`config.mk`:
```
export PLATFORM = sky130hd
export DESIGN_NAME = core_sequencer
export DESIGN_NICKNAME = d
export VERILOG_FILES = /design/src/rtl/core_sequencer.sv
export SDC_FILE = /design/constraint.sdc
export NUM_CORES = 1
export LEC_CHECK = 0
export BUFFER_PORTS_ARGS = -buffer_cell sky130_fd_sc_hd__buf_2
export CAP_MARGIN = 40
export CORE_MARGIN = 1
export CORE_UTILIZATION = 25
export DETAILED_ROUTE_END_ITERATION = 6
export GPL_TIMING_DRIVEN = 0
export HOLD_SLACK_MARGIN = 0.03
export PLACE_DENSITY = 0.48
export SLEW_MARGIN = 20
export SYNTH_ARGS = -nofsm -noshare
export SYNTH_HDL_FRONTEND = slang
export SYNTH_SLANG_ARGS = --single-unit
```
`constraint.sdc`:
```
create_clock -name CLK100MHZ -period 3.6 [get_ports CLK100MHZ]
set_clock_uncertainty 0.2 [all_clocks]
set_input_delay 0.54 -clock CLK100MHZ [delete_from_list [all_inputs] [get_ports CLK100MHZ]]
set_output_delay 0.54 -clock CLK100MHZ [all_outputs]
set_load 0.02 [all_outputs]
```
`src/rtl/core_sequencer.sv`:
```
// ----------------------------------------------------------------------------
// core_sequencer
//
// Multi-cycle instruction sequencer. It walks each instruction through
// FETCH -> DECODE -> EXECUTE -> MEM -> WRITEBACK and then back to FETCH. An
// exception raised in EXECUTE, or a misaligned taken branch at WRITEBACK,
// goes through a one-cycle TRAP phase. That phase saves the faulting pc in
// epc and redirects to TRAP_VECTOR.
//
// Parameters
//   XLEN          width of pc, branch_target and epc
//   RESET_VECTOR  pc after reset (word-aligned)
//   TRAP_VECTOR   pc loaded on trap (word-aligned)
//
// Ports
//   CLK100MHZ      in   system clock, rising-edge active
//   rst_n          in   asynchronous active-low reset
//   run            in   fetch enable; low parks the sequencer in FETCH
//   imem_ready     in   instruction word valid this cycle
//   ex_stall       in   multi-cycle execute in progress
//   trap_req       in   current instruction raises an exception (EXECUTE)
//   mem_access     in   current instruction is a load/store
//   dmem_ready     in   data access completes this cycle
//   taken_branch   in   redirect pc at writeback
//   branch_target  in   redirect address
//   phase          out  FETCH=0 DECODE=1 EXECUTE=2 MEM=3 WRITEBACK=4 TRAP=5
//   pc             out  address of the current instruction
//   fetch_req      out  instruction fetch request (combinational)
//   mem_req        out  data access request (combinational)
//   rf_we          out  register-file write strobe (combinational)
//   trap_taken     out  one-cycle trap pulse (combinational)
//   halted         out  parked in FETCH because run was low (registered)
//   epc            out  pc of the trapping instruction
//   instret        out  retired instruction count (wraps)
//   cycle          out  cycles since reset (wraps)
// ----------------------------------------------------------------------------
module core_sequencer #(
   parameter int               XLEN         = 32,
   parameter logic [XLEN-1:0]  RESET_VECTOR = '0,
   parameter logic [XLEN-1:0]  TRAP_VECTOR  = XLEN'('h100)
) (
   input  logic            CLK100MHZ,
   input  logic            rst_n,
   input  logic            run,
   input  logic            imem_ready,
   input  logic            ex_stall,
   input  logic            trap_req,
   input  logic            mem_access,
   input  logic            dmem_ready,
   input  logic            taken_branch,
   input  logic [XLEN-1:0] branch_target,
   output logic [2:0]      phase,
   output logic [XLEN-1:0] pc,
   output logic            fetch_req,
   output logic            mem_req,
   output logic            rf_we,
   output logic            trap_taken,
   output logic            halted,
   output logic [XLEN-1:0] epc,
   output logic [63:0]     instret,
   output logic [63:0]     cycle
);

   typedef enum logic [2:0] {
      FETCH     = 3'd0,
      DECODE    = 3'd1,
      EXECUTE   = 3'd2,
      MEM       = 3'd3,
      WRITEBACK = 3'd4,
      TRAP      = 3'd5
   } state_t;

   state_t state;
   state_t state_next;
   logic   br_misaligned;
   logic   retire;

   // A taken branch to a non-word address cannot retire; it faults instead.
   assign br_misaligned = taken_branch && (branch_target[1:0] != 2'b00);

   assign phase = state;

   // ---- state register ----
   always_ff @(posedge CLK100MHZ or negedge rst_n) begin
      if (!rst_n) begin
         state <= FETCH;
      end else begin
         state <= state_next;
      end
   end

   // ---- next-state and strobe decode ----
   always_comb begin
      state_next = state;
      fetch_req  = 1'b0;
      mem_req    = 1'b0;
      rf_we      = 1'b0;
      trap_taken = 1'b0;
      retire     = 1'b0;
      case (state)
         FETCH: begin
            // State is already FETCH during reset, so gating with rst_n is
            // enough to keep every strobe low while reset is held.
            fetch_req = run && rst_n;
            if (run && imem_ready) begin
               state_next = DECODE;
            end
         end
         DECODE: begin
            state_next = EXECUTE;
         end
         EXECUTE: begin
            // A stall wins over a pending trap; the trap is taken once the
            // multi-cycle operation completes.
            if (!ex_stall) begin
               state_next = trap_req ? TRAP : MEM;
            end
         end
         MEM: begin
            mem_req = mem_access;
            if (!(mem_access && !dmem_ready)) begin
               state_next = WRITEBACK;
            end
         end
         WRITEBACK: begin
            if (br_misaligned) begin
               state_next = TRAP;
            end else begin
               rf_we      = 1'b1;
               retire     = 1'b1;
               state_next = FETCH;
            end
         end
         TRAP: begin
            trap_taken = 1'b1;
            state_next = FETCH;
         end
         default: begin
            state_next = FETCH;
         end
      endcase
   end

   // ---- architectural registers and counters ----
   always_ff @(posedge CLK100MHZ or negedge rst_n) begin
      if (!rst_n) begin
         pc      <= RESET_VECTOR;
         epc     <= '0;
         instret <= '0;
         cycle   <= '0;
         halted  <= 1'b0;
      end else begin
         cycle  <= cycle + 64'd1;
         halted <= (state == FETCH) && !run;
         if (retire) begin
            pc      <= taken_branch ? branch_target : pc + XLEN'(4);
            instret <= instret + 64'd1;
         end
         if (state == TRAP) begin
            epc <= pc;
            pc  <= TRAP_VECTOR;
         end
      end
   end

endmodule

```
### Yosys cells after proc, flatten, opt, wreduce, memory -nomap -nowiden

Cells that the tools add are included.

* $add $sub $neg: 3
* mux-type cells: 14
* reduce and logical (&&, ||, !) cells: 11
* equality and inequality tests: 8

Operators with widths (number)
* $add A64 B1 Y64 const B: 2
* $mux W32: 3
* $add A32 B3 Y32 const B: 1
* $mux W3: 5
* $pmux W3 S5: 1
* $eq A3 B2 Y1 const B: 2
* $eq A3 B3 Y1 const B: 2
* $ne A2 B2 Y1 const B: 3
* $logic_and A1 B1 Y1: 5
* $mux W1: 5
* $reduce_bool A2 Y1: 2
* $eq A3 B1 Y1 const B: 1
* $logic_not A3 Y1: 1
* $reduce_and A3 Y1: 1
* $logic_not A1 Y1: 2

* logic and storage cells: 42
* bits of input ports: 41
* register bits after elaboration: 196
* output and inout bits: 200

### Depth between registers and ports, before layout

* depth after elaboration: 6
* depth in mapped cells: 8
* mapped depth without buffers: 6

### Least setup slack after synthesis

No wires, ideal clock.

* path kind: register to register
* from: register cycle[2]
* to: register cycle[49]
* stages on the path, launching flop included: 7
* data arrival time: 2.344 ns
* library setup time: 0.130 ns
* required time: 3.270 ns
* slack: 0.926 ns
* path buffers: 1
* clock period less this slack: 2.674 ns
* path through: dfrtp_1 > nand3_2 > or4_1 > buf_2 > or4_4 > or3_4 > xnor2_2

* cells in the longest elaborated chain, start to end: 1

Ends and longest elaborated chain
* start: declaration: RTL line 61 `output logic [63:0] cycle`
* start signal: assignment: RTL line 153 `cycle <= cycle + 64'd1;`
* $add A64 B1 Y64: RTL line 153

No other way between the ends.
A chain may end at the register's enable or synchronous reset.

### Worst setup path in the final report

* from: register state[1] (netlist: phase[1])
* to: output port rf_we

* cells in the longest elaborated chain, start to end: 2

Ends and longest elaborated chain
* start: declaration: RTL line 73 `state_t state;`
* start signal: assignment: RTL line 88 `state <= state_next;`
* $eq A3 B3 Y1: RTL line 100 `case (state)`
* $mux W1: RTL line 100
* end: declaration: RTL line 56 `output logic rf_we,`

No other way between the ends.

==> metrics.md <==
| Metric | Value |
|---|---|
| Status | `finished with violations` |
| Failing checks | `DRC` |
| Relative max-transition margin | `between 40 and 50%` |
| NetSw | `~0.0022 W` |
| Setup TNS | `0 ns` |
| Switching share of power | `between 30 and 40%` |
| Clock latency on the worst-skew pair | `0.45 ns` |
| First-pass GRT wire length | `~44000 um` |
| Layout Utilization | `between 30% and 40%` |
| GRT Overall Usage | `between 10% and 20%` |
| Final hold viol count | `0` |
| Most frequent cells in the layout | `buf_2, dfrtp_1, nand2_1` |
| Ant diodes | `0` |
| Crit-path cells | `clkbuf_1 -> nor3b_2 -> nand2_1 -> inv_1 -> clkbuf_2 -> buf_2` |
| Final min period | `between 3 and 4 ns` |
| Mapped cell area | `9170 um^2` |
| Share of cells above drive strength 1 | `between 20% and 30%` |
| Die area | `roughly 37000 um^2` |
| Nets | `roughly 1200` |
| Most common cell after layout, fill and taps aside | `buf_2` |
| Netlist cell types | `48` |
| Core region area | `~36000 um^2` |
| Final WL | `about 28000 um` |
| Drt wl/cell | `roughly 17 um` |
| Worst path required time | `~2.9 ns` |
| Share of async-settable or async-resettable flops after synthesis | `between 90% and 100%` |
| Clock H-tree levels | `4` |
| Post-synth EDFFs | `0` |
| Fin cells | `about 1700` |
| Post-Syn Instances | `around 900` |
| Startpoint types | `flip-flop` |
| Initial antenna violation count | `0` |
| Period Utilization, post-route | `94.1%` |
| CTS tree | `yes` |
| Vias in the first global route | `roughly 7700` |
| Pwr Density | `533 nW/um^2` |
| VDD IR max | `332 uV` |
| Num CTS Buffers | `17` |
| Drc violations | `13` |
| Grt ovf | `0` |
| Highest clock rate | `between 0.2 and 0.3 GHz` |
| Ys Warns | `0` |
| Cell Rows | `approximately 70` |
| CTS Sinks | `between 150 and 200` |
| Slew @ Worst Pin | `approximately 0.82 ns` |
| Cells after DPL | `roughly 1600` |
| Top FF cell, synth | `dfrtp_1` |
| Number of max-cap violations | `0` |
| Root Buffer | `clkbuf_16` |
| Worst hold path type | `in2reg` |
| Die Y | `approximately 190 um` |
| Number of port buffers | `240` |
| Crit Path Max Fanout | `13` |
| Post-Syn Nets | `between 900 and 1000` |
| GPL Wtd Cong | `between 0.7 and 0.8` |
| CTS Buffer Depth | `2` |
| Detail Route Antenna Nets | `0` |
| Avg Cell Area, Syn | `approximately 10 um^2` |
| Internal | `0.00395 W` |
| Hold_ws | `between 0.1 and 0.15 ns` |
| Register area share after synthesis | `a little over half` |
| Initial Util | `~26%` |
| Clock transition at path regs | `0.08 ns` |
| Crit path kind | `reg2out` |
| P_leak | `around 5.7 nW` |
| TritonRoute pass-1 iters | `6` |
| DRT iter0 DRCs | `roughly 340` |
| Fin. max-slew vios | `0` |
| Die width | `approximately 190 um` |
| Sequential share of power | `a little under half` |
| I/O pins | `roughly 240` |
| CP peak stage delay | `about 0.46 ns` |
| Dpl hpwl | `around 20000 um` |
| RSZ-0062 raised after global routing | `false` |
| Clock power share | `31.7%` |
| Seq cells post-synth | `196` |
| DR vias | `roughly 7700` |
| Endpoints failing setup | `0` |
| Area growth syn-to-layout | `26.7%` |
| Largest net degree at the start of global routing | `a little under 90` |
| Crit-path slowest cell | `nor3b_2` |
| Setup crit end kind | `output pin` |
| Gate power share | `between 20% and 30%` |
| DR vias/cell | `between 4 and 5` |
| Crit path DAT | `between 2 and 3 ns` |
layer usage:
metal	vias to the layer above	GRT usage (%)	part of all wire [%]
met1	3769	19.7	46
met4	0	4.12	1.1
li1	3725	-	-
met3	15	4.53	6.3
met5	-	0	0
met2	218	23.9	46
final timing paths:
kind / start / end / slack [ns] / cells after the start
min: run / halted$_DFF_PN0_ / 0.11 / 2
min in group asynchronous: rst_n / cycle[53]$_DFF_PN0_ / 0.33 / 2
max reg2reg: phase[1]$_DFFE_PN0P_ / instret[41]$_DFFE_PN0P_ / 0.64 / 6
max in group asynchronous: rst_n / epc[28]$_DFFE_PN0N_ / 2.11 / 3
min reg2reg: instret[63]$_DFFE_PN0P_ / instret[63]$_DFFE_PN0P_ / 0.27 / 1
max: phase[1]$_DFFE_PN0P_ / rf_we / 0.21 / 6
layout make-up:
type | count | area (um^2)
repair buffers | 245 | 1290
multi-input cells | 668 | 4060
clock inverters | 13 | 140
flip-flops and latches | 196 | 4900
well taps | 461 | 577
fillers | 3737 | 24200
plain buffers | 30 | 119
clock buffers | 19 | 443
inverters | 23 | 86.3
power by group through the flow:
stage	logic (W)	clock network [W]	registers, W
4_1_cts	0.00146	0.00203	0.00280
6_report	0.00143	0.00197	0.00280
3_5_place_dp	0.00145	0	0.00283
2_1_floorplan	0.000544	0	0.00309
3_3_place_gp	0.00144	0	0.00283
5_1_grt	0.00158	0.00212	0.00285
cells by family (layout without fill, tap and decap cells):
family / count (synthesis) / in the layout / synth area share (%)
xor+xnor: 143 / 143 / 13.7
flops: 196 / 196 / 53.5
compound gates: 84 / 84 / 5.50
fa+ha+maj: 3 / 3 / 0.409
buf+inv: 55 / 330 / 2.31
mux: 1 / 1 / 0.109
simple gates: 437 / 437 / 24.5
per-stage QoR:
stage / power (W) / instance area, um^2 / setup slack [ns]
after detailed placement: 0.00429 / 11000 / -0.0991
after global routing: 0.00655 / 11600 / 0.0568
after floorplan: 0.00363 / 9170 / 0.926
after global placement: 0.00427 / 10900 / -1.94
final: 0.00619 / 11600 / 0.211
after CTS: 0.00629 / 11600 / 0.165
Yosys cell counts, drive strengths merged (5+ instances only):
master,number,area (um^2)
or3,6,42.5
dfrtp,196,4900
xor2,39,342
nor4,22,178
inv,23,86.3
and2,6,37.5
o2bb2ai,5,43.8
o21ai,42,210
nor2,35,131
or4,11,86.3
nand3,75,385
nand4,45,282
nand2,155,582
nor3,32,170
o211ai,7,52.6
a21oi,13,65.1
clkbuf,26,97.6
buf,6,27.5
xnor2,104,918
and4,10,87.6
and3,32,200
timing repair:
item,in CTS,in global routing
hold endpoints to repair,24,0
gates resized for setup,2,0
hold buffers,1,0
endpoints found under the setup margin,1,1
setup buffers,0,0
worst max-delay path: cells and delay by family, from the launching register on:
| kind | cells | cell delay [ns] |
|---|---|---|
| buf+inv | 4 | 1.18 |
| simple gates | 2 | 0.64 |
| flops | 1 | 0.38 |
flip-flops by register name, summed over array words and instances, names as in the netlist:
signal	flops
cycle	64
instret	64
epc	32
pc	32
phase	3
halted	1
Power figures use the tool's default switching activity.
